--- src/rtl/plic_gateway.sv ---
// plic_gateway: per-source interrupt gateway for the PLIC.
// Synchronises raw interrupt lines, enforces the claim/complete handshake and
// queues rising edges (saturating) for edge-triggered sources.
module plic_gateway #(
  parameter int unsigned SOURCES           = 8,
  parameter int unsigned MAX_PENDING_COUNT = 8,
  parameter int unsigned PCNT_BITS         = 4
) (
  input  logic               rst_ni,
  input  logic               clk_i,
  input  logic [SOURCES-1:0] src_i,
  input  logic [SOURCES-1:0] el_i,
  input  logic [SOURCES-1:0] claim_i,
  input  logic [SOURCES-1:0] complete_i,
  output logic [SOURCES-1:0] ip_o
);

  typedef enum logic [1:0] {
    IDLE = 2'd0,
    PEND = 2'd1,
    BUSY = 2'd2
  } state_e;

  localparam logic [PCNT_BITS-1:0] CNT_MAX = PCNT_BITS'(MAX_PENDING_COUNT);
  localparam logic [PCNT_BITS-1:0] CNT_ONE = PCNT_BITS'(1);

  logic [SOURCES-1:0] f1_q;
  logic [SOURCES-1:0] s_q;
  logic [SOURCES-1:0] s_d_q;
  logic [SOURCES-1:0] edge_w;

  // Two-flop synchroniser plus one delayed copy for rising-edge detection.
  always_ff @(posedge clk_i or negedge rst_ni) begin
    if (!rst_ni) begin
      f1_q  <= '0;
      s_q   <= '0;
      s_d_q <= '0;
    end else begin
      f1_q  <= src_i;
      s_q   <= f1_q;
      s_d_q <= s_q;
    end
  end

  assign edge_w = s_q & ~s_d_q;

  for (genvar i = 0; i < SOURCES; i++) begin : g_src
    state_e               state_q;
    logic [PCNT_BITS-1:0] cnt_q;
    logic                 ip_q;
    logic                 req;
    logic                 take;

    // Request term: level follows the synchronised line, edge uses fresh edge or backlog.
    always_comb begin
      req  = el_i[i] ? (edge_w[i] | (cnt_q != '0)) : s_q[i];
      take = (state_q == IDLE) && req;
    end

    // Handshake FSM; ip_q is registered alongside the state so it equals (state == PEND).
    always_ff @(posedge clk_i or negedge rst_ni) begin
      if (!rst_ni) begin
        state_q <= IDLE;
        ip_q    <= 1'b0;
      end else begin
        unique case (state_q)
          IDLE: if (req) begin
            state_q <= PEND;
            ip_q    <= 1'b1;
          end
          PEND: if (claim_i[i]) begin
            state_q <= BUSY;
            ip_q    <= 1'b0;
          end
          BUSY: if (complete_i[i]) begin
            state_q <= IDLE;
          end
          default: begin
            state_q <= IDLE;
            ip_q    <= 1'b0;
          end
        endcase
      end
    end

    // Queued-edge counter: an edge consumed by IDLE->PEND in the same cycle is not counted.
    always_ff @(posedge clk_i or negedge rst_ni) begin
      if (!rst_ni) begin
        cnt_q <= '0;
      end else if (!el_i[i]) begin
        cnt_q <= '0;
      end else if (take && !edge_w[i]) begin
        cnt_q <= cnt_q - CNT_ONE;
      end else if (edge_w[i] && !take && (cnt_q < CNT_MAX)) begin
        cnt_q <= cnt_q + CNT_ONE;
      end
    end

    assign ip_o[i] = ip_q;
  end

endmodule

--- config.mk ---
export PLATFORM = sky130hd
export DESIGN_NAME = plic_gateway
export DESIGN_NICKNAME = d
export VERILOG_FILES = /design/src/rtl/plic_gateway.sv
export SDC_FILE = /design/constraint.sdc
export NUM_CORES = 1
export LEC_CHECK = 0
export CAP_MARGIN = 20
export CELL_PAD_IN_SITES_DETAIL_PLACEMENT = 0
export CELL_PAD_IN_SITES_GLOBAL_PLACEMENT = 1
export CORE_ASPECT_RATIO = 1.2
export CORE_MARGIN = 5
export CORE_UTILIZATION = 40
export DETAILED_ROUTE_END_ITERATION = 8
export PLACE_DENSITY = 0.79
export SYNTH_ARGS = -nofsm -noshare
export SYNTH_HDL_FRONTEND = slang
export SYNTH_SLANG_ARGS = --single-unit
--- constraint.sdc ---
create_clock -name clk_i -period 2.4 [get_ports clk_i]
set_clock_uncertainty 0.1 [all_clocks]
set_input_delay 0.48 -clock clk_i [delete_from_list [all_inputs] [get_ports clk_i]]
set_output_delay 0.48 -clock clk_i [all_outputs]
set_load 0.01 [all_outputs]
==> results of run 1 <==
flip-flops by register name, indices dropped and copies added, names as in the netlist:
signal,flops
s_d_q,8
f1_q,8
g_src.ip_q,8
g_src.state_q,16
s_q,8
g_src.cnt_q,32
layer usage:
layer / part of all wire / track usage / routed length, um / vias up
met3: 0.036 / 0.0353 / 316 / 10
li1: - / - / - / 1756
met2: 0.51 / 0.253 / 4510 / 53
met1: 0.45 / 0.174 / 3960 / 1660
met5: 0 / 0 / 0 / -
met4: 0.013 / 0.0496 / 115 / 0
cell type report:
type                            instances  share of cell area
Timing Repair Buffer                   98               0.150
Tap cell                              129              0.0283
Sequential cell                        80               0.351
Multi-Input combinational cell        316               0.391
Clock inverter                          6              0.0228
Clock buffer                           10              0.0419
Inverter                               22              0.0145
cell families after synthesis:
kind of cell	count (synthesis)	synth area share
AOI/OAI and AO/OA	117	0.188
xor gates and xnor gates	21	0.0426
adders and majority gates	17	0.0510
buffers and inverters	35	0.0377
DFF	80	0.464
muxes	20	0.0484
and+or+nand+nor	141	0.168
timing repair:
item | 4_1_cts | 5_1_grt
hold buffers | 1 | 0
gates resized for setup | 2 | 11
pin swaps | 0 | 5
setup endpoints to repair | 3 | 8
hold endpoints to repair | 4 | 0
through the flow:
stage | TNS (ns) | utilization | hold WS, ns | total power [mW] | area [um^2]
4_1_cts | 0 | 0.532 | 0.249 | 6.83 | 5620
3_5_place_dp | -2.79 | 0.496 | 0.235 | 5.09 | 5240
6_report | 0 | 0.539 | 0.246 | 6.87 | 5700
3_3_place_gp | -2.27 | 0.496 | 0.232 | 4.98 | 5240
2_1_floorplan | 0 | - | 0.0844 | 4.05 | 4320
5_1_grt | -0.130 | 0.539 | 0.250 | 7.41 | 5700
worst max-delay path, stage by stage:
cell and delay [ns]:
clkdlybuf4s50_1 0.52, nand2b_1 0.12, nor4_2 0.23, nor2_1 0.12, ha_1 0.32, a31oi_1 0.17
nor3_1 0.07, a311o_1 0.30, and3_1 0.16
report_power, final:
group | internal, mW | switching, mW
Clock | 1.15 | 0.545
Sequential | 1.76 | 0.451
Combinational | 1.59 | 1.38
cells in the final DEF (no fill, tap or decap), types with 5 or more instances in the layout:
| master | n |
|---|---|
| inv_1 | 22 |
| ha_1 | 14 |
| nand3_1 | 9 |
| nor3_1 | 16 |
| nor2_1 | 41 |
| buf_4 | 55 |
| a21o_1 | 9 |
| mux2_2 | 6 |
| a21oi_1 | 19 |
| xnor2_1 | 11 |
| mux2i_1 | 13 |
| o21ai_0 | 24 |
| clkdlybuf4s50_1 | 39 |
| a31oi_1 | 7 |
| dfrtp_1 | 80 |
| a211oi_1 | 7 |
| o31ai_1 | 7 |
| nand2b_1 | 13 |
| nand2_1 | 30 |
| a21boi_0 | 5 |
| xor2_1 | 10 |
| clkbuf_16 | 9 |
worst max path at each step:
stage                        end  slack, ns
2_1_floorplan  g_src[3].cnt_q[3]      0.006
3_3_place_gp   g_src[3].cnt_q[3]      -0.54
6_report       g_src[0].cnt_q[3]       0.03
4_1_cts        g_src[1].cnt_q[3]      0.009
3_5_place_dp   g_src[3].cnt_q[3]      -0.58
5_1_grt        g_src[0].cnt_q[3]      -0.10
==> flow_summary.yaml, run 1 <==
floorplanning:
  rows: 41
  start_util: 0.408
  core_area_mm2: 0.0106
  die-width_um: 105
  die_area_mm2: 0.0130
  die_y_um: 124
  io_pins: 42
min_path:
  min_to: "s_q[7]"
  min_from: "f1_q[7]"
  min_path_cells: 0
  worstHoldPathType: "reg -> reg"
placement:
  place.detailed.hpwl_mm: 6.62
  place_congestion: 0.881
  numPortBuffers: 41
  preCtsSetupSlack_ns: -0.576
  dp_cells: 644
critical_path:
  cp.required_ns: 2.53
  arrival_ns: 2.50
  path_max_fanout: 4
  r2r_start: "g_src[5].cnt_q[0]"
  reg2reg_depth: 7
  cp-start-kind: "primary input"
  crit_type: "in -> reg"
  reg2reg_to: "g_src[5].cnt_q[3]"
  rrSetupSlack_ns: 0.08
  end_kind: "flip-flop"
  startpoint: "el_i[0]"
cells_and_area:
  stdcell_count: 661
  multi_input_area_mm2: 0.00223
  antennaDiodeCount: 0
  syn_to_final_growth_pct: 32.0
  drive_gt1_frac: 0.192
  regArea_mm2: 0.00200
  nFillCells: 938
  nets: 578
grt:
  grt_pass1_wl_mm: 15.5
  grt_max_degree: 50
  track_usage: 0.144
  antenna_found_initial: 0
  overflow: 0
  grt_pass1_vias: 3451
synthesis:
  ys_types: 67
  syn_area_mm2: 0.00432
  synth.area.top_cells: "dfrtp_1 46%, ha_1 4.6%, nor2_1 3.6%"
  synth_ff_type: "dfrtp_1"
  async_flop_share: 1.00
  yosysMostFrequentCell: "dfrtp_1"
  synth-edff-count: 0
  syn_avg_cell_area_um2: 10.0
  yosys-top-cells-count: "80 x dfrtp_1, 41 x nor2_1, 30 x nand2_1"
  synthCells: 431
  synth_top_area_share: 0.464
  seq_area_frac_synth: 0.464
  synth-seq-cells: 80
  synthesis.nets: 482
  synth_top_area_cell: "dfrtp_1"
  yosys_warnings: 0
clock_network:
  cts_buffer_depth: 2
  cts_setup_buffers: 0
  cts_sinks: 80
  h-tree-depth: 3
  clk_latency_ns: 0.33
  tritoncts: "built"
  path_clk_slew_ns: 0.06
  root_buffer: "clkbuf_16"
  cts_buffers: 9
pwr:
  pwr_density_cell_mw_per_mm2: 1210
  power.leakage_nw: 2.62
  ir_drop_v: 0.000457
routing:
  detail_route.wl_per_cell_um: 13.5
  ant_nets: 0
  first_pass_iters: 4
  drc: 0
  routed_wl_mm: 8.90
  initialDrtViolationCount: 100
  via_per_inst: 5.26
  vias: 3479
timing:
  slew_headroom: 0.543
  worstMarginPinSlew_ns: 0.674
  period_minus_slack_ns: 2.37
  finalCritPeriodShare: 0.986
  slew_viol_final: 0
  hold_viol: 0
  fmax_mhz: 422
  rsz0062_at_grt: "true"
  finalSetupViolCount: 0
  fin_ws_ns: 0.0328
outcome:
  outcome: "finished, final reports clean"
flow_run:
  maxCapViolations: 0
Power figures use the tool's default switching activity.
==> run 2, diff against run 1 <==
--- a/config.mk
+++ b/config.mk
@@ -10,9 +10,9 @@
 export CELL_PAD_IN_SITES_GLOBAL_PLACEMENT = 1
 export CORE_ASPECT_RATIO = 1.2
 export CORE_MARGIN = 5
-export CORE_UTILIZATION = 40
+export CORE_UTILIZATION = 41
 export DETAILED_ROUTE_END_ITERATION = 8
-export PLACE_DENSITY = 0.79
+export PLACE_DENSITY = 0.81
 export SYNTH_ARGS = -nofsm -noshare
 export SYNTH_HDL_FRONTEND = slang
 export SYNTH_SLANG_ARGS = --single-unit
==> run 2 against run 1 <==
Via count is 0.98% higher; routed wire length is 1.1% higher; sequential share of layout area is 0.41 points higher; power is 4.4% lower; core utilization is 0.16 points higher; final cell count is 0.15% lower; worst hold slack better by 0.0016 ns; flip-flop and latch count stayed put; count of clock-buffer cells in the layout is 1 higher; register-to-register slack hardly changed; critical path depth stayed put; sequential power hardly changed; critical endpoint is now g_src[1].cnt_q[2]; highest routed layer unchanged.
==> flow_summary.yaml, run 2 (synthesized netlist as in run 1, its figures left out) <==
clock_network:
  path_clk_slew_ns: 0.06
  cts_sinks: 80
  cts_buffer_depth: 2
  tritoncts: "built"
  cts_buffers: 9
  clk_latency_ns: 0.34
  h-tree-depth: 3
  root_buffer: "clkbuf_16"
placement:
  numPortBuffers: 41
  place_congestion: 0.891
  place_area_mm2: 0.00522
  dp_cells: 642
  place.detailed.hpwl_mm: 6.57
floorplanning:
  io_pins: 42
  die_y_um: 122
  start_util: 0.415
  die_area_mm2: 0.0127
  die-width_um: 104
  core_area_mm2: 0.0104
  rows: 41
cells_and_area:
  largest_reg_flops: 32
  largest_register: "g_src.cnt_q"
  syn_to_final_growth_pct: 30.5
  final_cell_mix: "80 x dfrtp_1, 54 x buf_4, 41 x nor2_1"
  stdcell_count: 660
  final_cell_area_mm2: 0.00563
  antennaDiodeCount: 0
  final_common_cell: "dfrtp_1"
  nFillCells: 934
  reg_top3: "g_src.cnt_q x32, g_src.state_q x16"
  drive_gt1_frac: 0.190
  nets: 577
critical_path:
  arrival_ns: 2.44
  path_max_fanout: 3
  crit_type: "reg -> reg"
  cp.required_ns: 2.52
  cp-start-kind: "flip-flop"
  end_kind: "flip-flop"
timing:
  slew_headroom: 0.551
  hold_viol: 0
  rsz0062_at_grt: "true"
  worstMarginPinSlew_ns: 0.663
  whs_ns: 0.248
  finalSetupViolCount: 0
  slew_viol_final: 0
  finalCritPeriodShare: 0.967
  fmax_mhz: 431
  period_minus_slack_ns: 2.32
routing:
  first_pass_iters: 5
  vias: 3513
  drc: 0
  initialDrtViolationCount: 101
  via_per_inst: 5.32
  routed_wl_mm: 9.00
  ant_nets: 0
  detail_route.wl_per_cell_um: 13.6
outcome:
  outcome: "finished, final reports clean"
grt:
  grt_pass1_wl_mm: 15.5
  track_usage: 0.147
  overflow: 0
  grt_pass1_vias: 3514
  grt_max_degree: 52
  antenna_found_initial: 0
flow_run:
  maxCapViolations: 0
pwr:
  comb_power_share: 0.453
  ir_drop_v: 0.000646
  p_seq_frac: 0.339
  power.leakage_nw: 2.58
  internal-power_mw: 4.19
  p_sw_mw: 2.38
  pwr_density_cell_mw_per_mm2: 1170
  swShare: 0.362
  total_power_mw: 6.56
  p_clk_frac: 0.208
min_path:
  worstHoldPathType: "reg -> reg"
## run 2: cell types whose count changed in the layout (fill, tap and decap cells not counted)
cell / change
bufinv_16: -3
nor4_2: -2
a21boi_1: -1
a21boi_2: +1
a31oi_1: -1
a31oi_4: +1
buf_4: -1
clkbuf_1: +1
clkinv_4: +1
clkinvlp_4: +1
ha_2: +1
ha_4: -1
nor4_1: +1
nor4_4: +1
## run 2: final cells by class
cell class / count / area [um^2] / area share
inverter: 22 / 82.6 / 0.0147
sequential: 80 / 2000 / 0.355
clock inverter: 5 / 56.3 / 0.0100
tap: 129 / 161 / 0.0287
timing repair buffer: 97 / 846 / 0.150
multi-input combinational: 316 / 2240 / 0.398
clock buffer: 11 / 243 / 0.0431
## run 2: power groups by stage
stage | combinational (mW) | sequential, mW | clock, mW
final | 2.97 | 2.23 | 1.36
after global routing | 3.30 | 2.30 | 1.47
after CTS | 2.88 | 2.21 | 1.41
after detailed placement | 2.85 | 2.23 | 0
after global placement | 2.75 | 2.21 | 0
after floorplan | 1.92 | 2.13 | 0
## run 2: worst max-delay path, cell delays in order (launching register included)
cell and delay, ns:
dfrtp_1 0.37, or4_4 0.55, o211a_4 0.25, buf_4 0.15, xor2_1 0.14, ha_1 0.19, a31oi_2 0.18, xnor2_1 0.08
mux2i_1 0.13, nor2_1 0.06
## run 2: per-stage QoR
step	util	setup slack [ns]	TNS, ns
final	0.541	0.0797	0
after global routing	0.541	-0.0322	-0.0504
after CTS	0.532	0.00600	0
after detailed placement	0.502	-0.529	-2.79
after global placement	0.502	-0.509	-2.06
after floorplan	-	0.00552	0
## run 2: what timing repair did
action / CTS / global route
endpoints found under the setup margin: 2 / 9
gates resized for setup: 2 / 14
hold endpoints to repair: 29 / 0
setup buffers: 0 / 1
hold buffers: 1 / 0
pin swaps: 0 / 6
## run 2: final timing paths
check	from	to	slack, ns	cells past startpoint
worst max-delay path	g_src[1].cnt_q[1]	g_src[1].cnt_q[2]	0.08	9
worst max register to register	g_src[1].cnt_q[1]	g_src[1].cnt_q[2]	0.08	9
worst min register to register	f1_q[1]	s_q[1]	0.25	0
worst min-delay path	f1_q[1]	s_q[1]	0.25	0
max in group asynchronous	rst_ni	g_src[0].cnt_q[0]	1.04	3
min in group asynchronous	rst_ni	s_d_q[6]	0.53	2
## run 2: layer usage
metal | track usage | vias to the layer above | share of wire
li1 | - | 1742 | -
met1 | 0.178 | 1717 | 0.46
met2 | 0.252 | 46 | 0.50
met3 | 0.0379 | 8 | 0.031
met4 | 0.0575 | 0 | 0.015
met5 | 0 | - | 0
==> run 3, diff against run 2 <==
--- a/config.mk
+++ b/config.mk
@@ -13,6 +13,8 @@
 export CORE_UTILIZATION = 41
 export DETAILED_ROUTE_END_ITERATION = 8
 export PLACE_DENSITY = 0.81
+export SETUP_SLACK_MARGIN = 0.4
+export SKIP_LAST_GASP = 1
 export SYNTH_ARGS = -nofsm -noshare
 export SYNTH_HDL_FRONTEND = slang
 export SYNTH_SLANG_ARGS = --single-unit
==> run 3 against run 2 <==
The run now ends with negative hold slack left; critical path depth shrank 2; via count grew 4.5%; critical endpoint is now g_src[5].cnt_q[3]; global-route usage grew 0.61 points.
==> flow_summary.yaml, run 3 (synthesized netlist as in run 1, its figures left out) <==
outcome:
  outcome: "finished with violations"
  violations: "negative hold slack"
critical_path:
  crit_type: "reg -> reg"
  cp_cell_sequence: "or4_4, o211a_4, ha_4, a41o_1, a31oi_4, nor3_2, a211oi_2"
  cp-start-kind: "flip-flop"
  end_kind: "flip-flop"
  r2r_start: "g_src[5].cnt_q[1]"
  reg2reg_depth: 7
  arrival_ns: 2.46
  path_max_fanout: 3
  rrSetupSlack_ns: 0.1
  path_delay_family: "compound AO/OA/AOI/OAI gates"
  cp.required_ns: 2.55
  reg2reg_to: "g_src[5].cnt_q[3]"
  critical_path.max_stage_delay_ns: 0.56
  slowest_stage: "or4_4"
  worst-path-buf-inv: 0
  cp.depth: 7
routing:
  met1Wirelength_mm: 4.14
  via_per_inst: 5.33
  vias: 3670
  dr_wl_met3_um: 316
  first_pass_iters: 4
  routed_wl_mm: 10.1
  highest_layer: "met4"
  met2_wirelength_mm: 5.41
  initialDrtViolationCount: 99
  detail_route.wl_per_cell_um: 14.6
  drc: 0
  ant_nets: 0
cells_and_area:
  final_common_cell: "buf_4"
  largest_reg_flops: 32
  antennaDiodeCount: 0
  nFillCells: 846
  drive_gt1_frac: 0.323
  reg_top3: "g_src.cnt_q x32, g_src.state_q x16"
  nets: 606
  largest_register: "g_src.cnt_q"
  final_cell_area_mm2: 0.00622
  syn_to_final_growth_pct: 44.0
  final_cell_mix: "82 x buf_4, 70 x dfrtp_1, 37 x nor2_1"
timing:
  finalCritPeriodShare: 0.960
  final.setup.tns_ns: 0
  finalSetupViolCount: 0
  period_minus_slack_ns: 2.30
  slew_headroom: 0.583
  whs_ns: -0.0118
  fin_ws_ns: 0.0969
  fmax_mhz: 434
  hold_viol: 5
  worstMarginPinSlew_ns: 0.615
  slew_viol_final: 0
  rsz0062_at_grt: "true"
floorplanning:
  rows: 41
  die_area_mm2: 0.0127
  start_util: 0.415
  die_y_um: 122
  core_area_mm2: 0.0104
  io_pins: 42
  die-width_um: 104
clock_network:
  root_buffer: "clkbuf_16"
  tritoncts: "built"
  cts_sinks: 80
  clk_latency_ns: 0.34
  cts_buffer_depth: 2
  h-tree-depth: 3
  path_clk_slew_ns: 0.06
  cts_buffers: 9
grt:
  track_usage: 0.153
  grt_pass1_wl_mm: 16.2
  grt_max_degree: 47
  antenna_found_initial: 0
  grt_pass1_vias: 3677
  overflow: 0
placement:
  place.detailed.hpwl_mm: 6.64
  preCtsSetupSlack_ns: -0.418
  place_area_mm2: 0.00529
  numPortBuffers: 41
  place_congestion: 0.872
pwr:
  pwr_density_cell_mw_per_mm2: 1210
  total_power_mw: 7.52
  power.leakage_nw: 2.76
  ir_drop_v: 0.000585
min_path:
  worstHoldPathType: "in -> async"
flow_run:
  maxCapViolations: 0
run 3: cell count changes in the layout (fill, tap and decap cells not counted), sizes merged:
cell | before | now
buf | 56 | 86
bufinv | 1 | 2
clkdlybuf4s15 | 0 | 1
clkdlybuf4s50 | 39 | 35
clkinv | 3 | 1
clkinvlp | 1 | 2
dlygate4sd2 | 1 | 3
dlygate4sd3 | 1 | 0
dlymetal6s2s | 0 | 1
run 3: power by group:
| group | total, mW | internal (mW) | switching, mW |
|---|---|---|---|
| combinational | 3.78 | 2.06 | 1.72 |
| sequential | 2.26 | 1.77 | 0.489 |
| clock | 1.48 | 0.937 | 0.546 |
| total | 7.52 | 4.77 | 2.75 |
run 3: layout make-up:
type,instances,area [um^2],share of cell area
clock buffers,11,243,0.0390
clock inverters,5,80.1,0.0129
inverters,22,82.6,0.0133
multi-input cells,316,2570,0.413
flip-flops and latches,80,2010,0.324
well taps,129,161,0.0260
repair buffers,126,1070,0.172
run 3: metal layers:
metal  global-route usage  vias to the layer above
li1                     -                     1798
met1                0.173                     1803
met2                0.274                       52
met3               0.0410                       17
met4               0.0648                        0
met5                    0                        -
run 3: worst register-to-register path, delay by kind of cell (launching register included):
family / cells / cell delay [ns]
flops: 1 / 0.40
simple gates: 2 / 0.63
compound gates: 4 / 0.88
fa+ha+maj: 1 / 0.22
run 3: repair_timing:
item / 4_1_cts / 5_1_grt
cloned: 0 / 0
buffers inserted: 18 / 19
hold buffers: 0 / 0
gates resized for setup: 23 / 50
pin swaps: 17 / 32
endpoints found under the hold margin: 0 / 0
endpoints found under the setup margin: 21 / 24
run 3: worst max path at each step:
stage | slack, ns | from | endpoint
CTS | 0.16 | g_src[1].cnt_q[3] | g_src[1].cnt_q[3]
floorplan | 0.14 | g_src[3].cnt_q[0] | g_src[3].cnt_q[3]
finish | 0.1 | g_src[5].cnt_q[1] | g_src[5].cnt_q[3]
detailed placement | -0.42 | el_i[3] | g_src[3].cnt_q[3]
global route | 0.05 | g_src[5].cnt_q[1] | g_src[5].cnt_q[3]
global placement | -0.39 | el_i[3] | g_src[3].cnt_q[3]
run 3: per-stage QoR:
| step | cells | util |
|---|---|---|
| after global placement | 636 | 0.508 |
| final | 689 | 0.597 |
| after floorplan | 431 | - |
| after global routing | 689 | 0.597 |
| after detailed placement | 636 | 0.508 |
| after CTS | 670 | 0.558 |
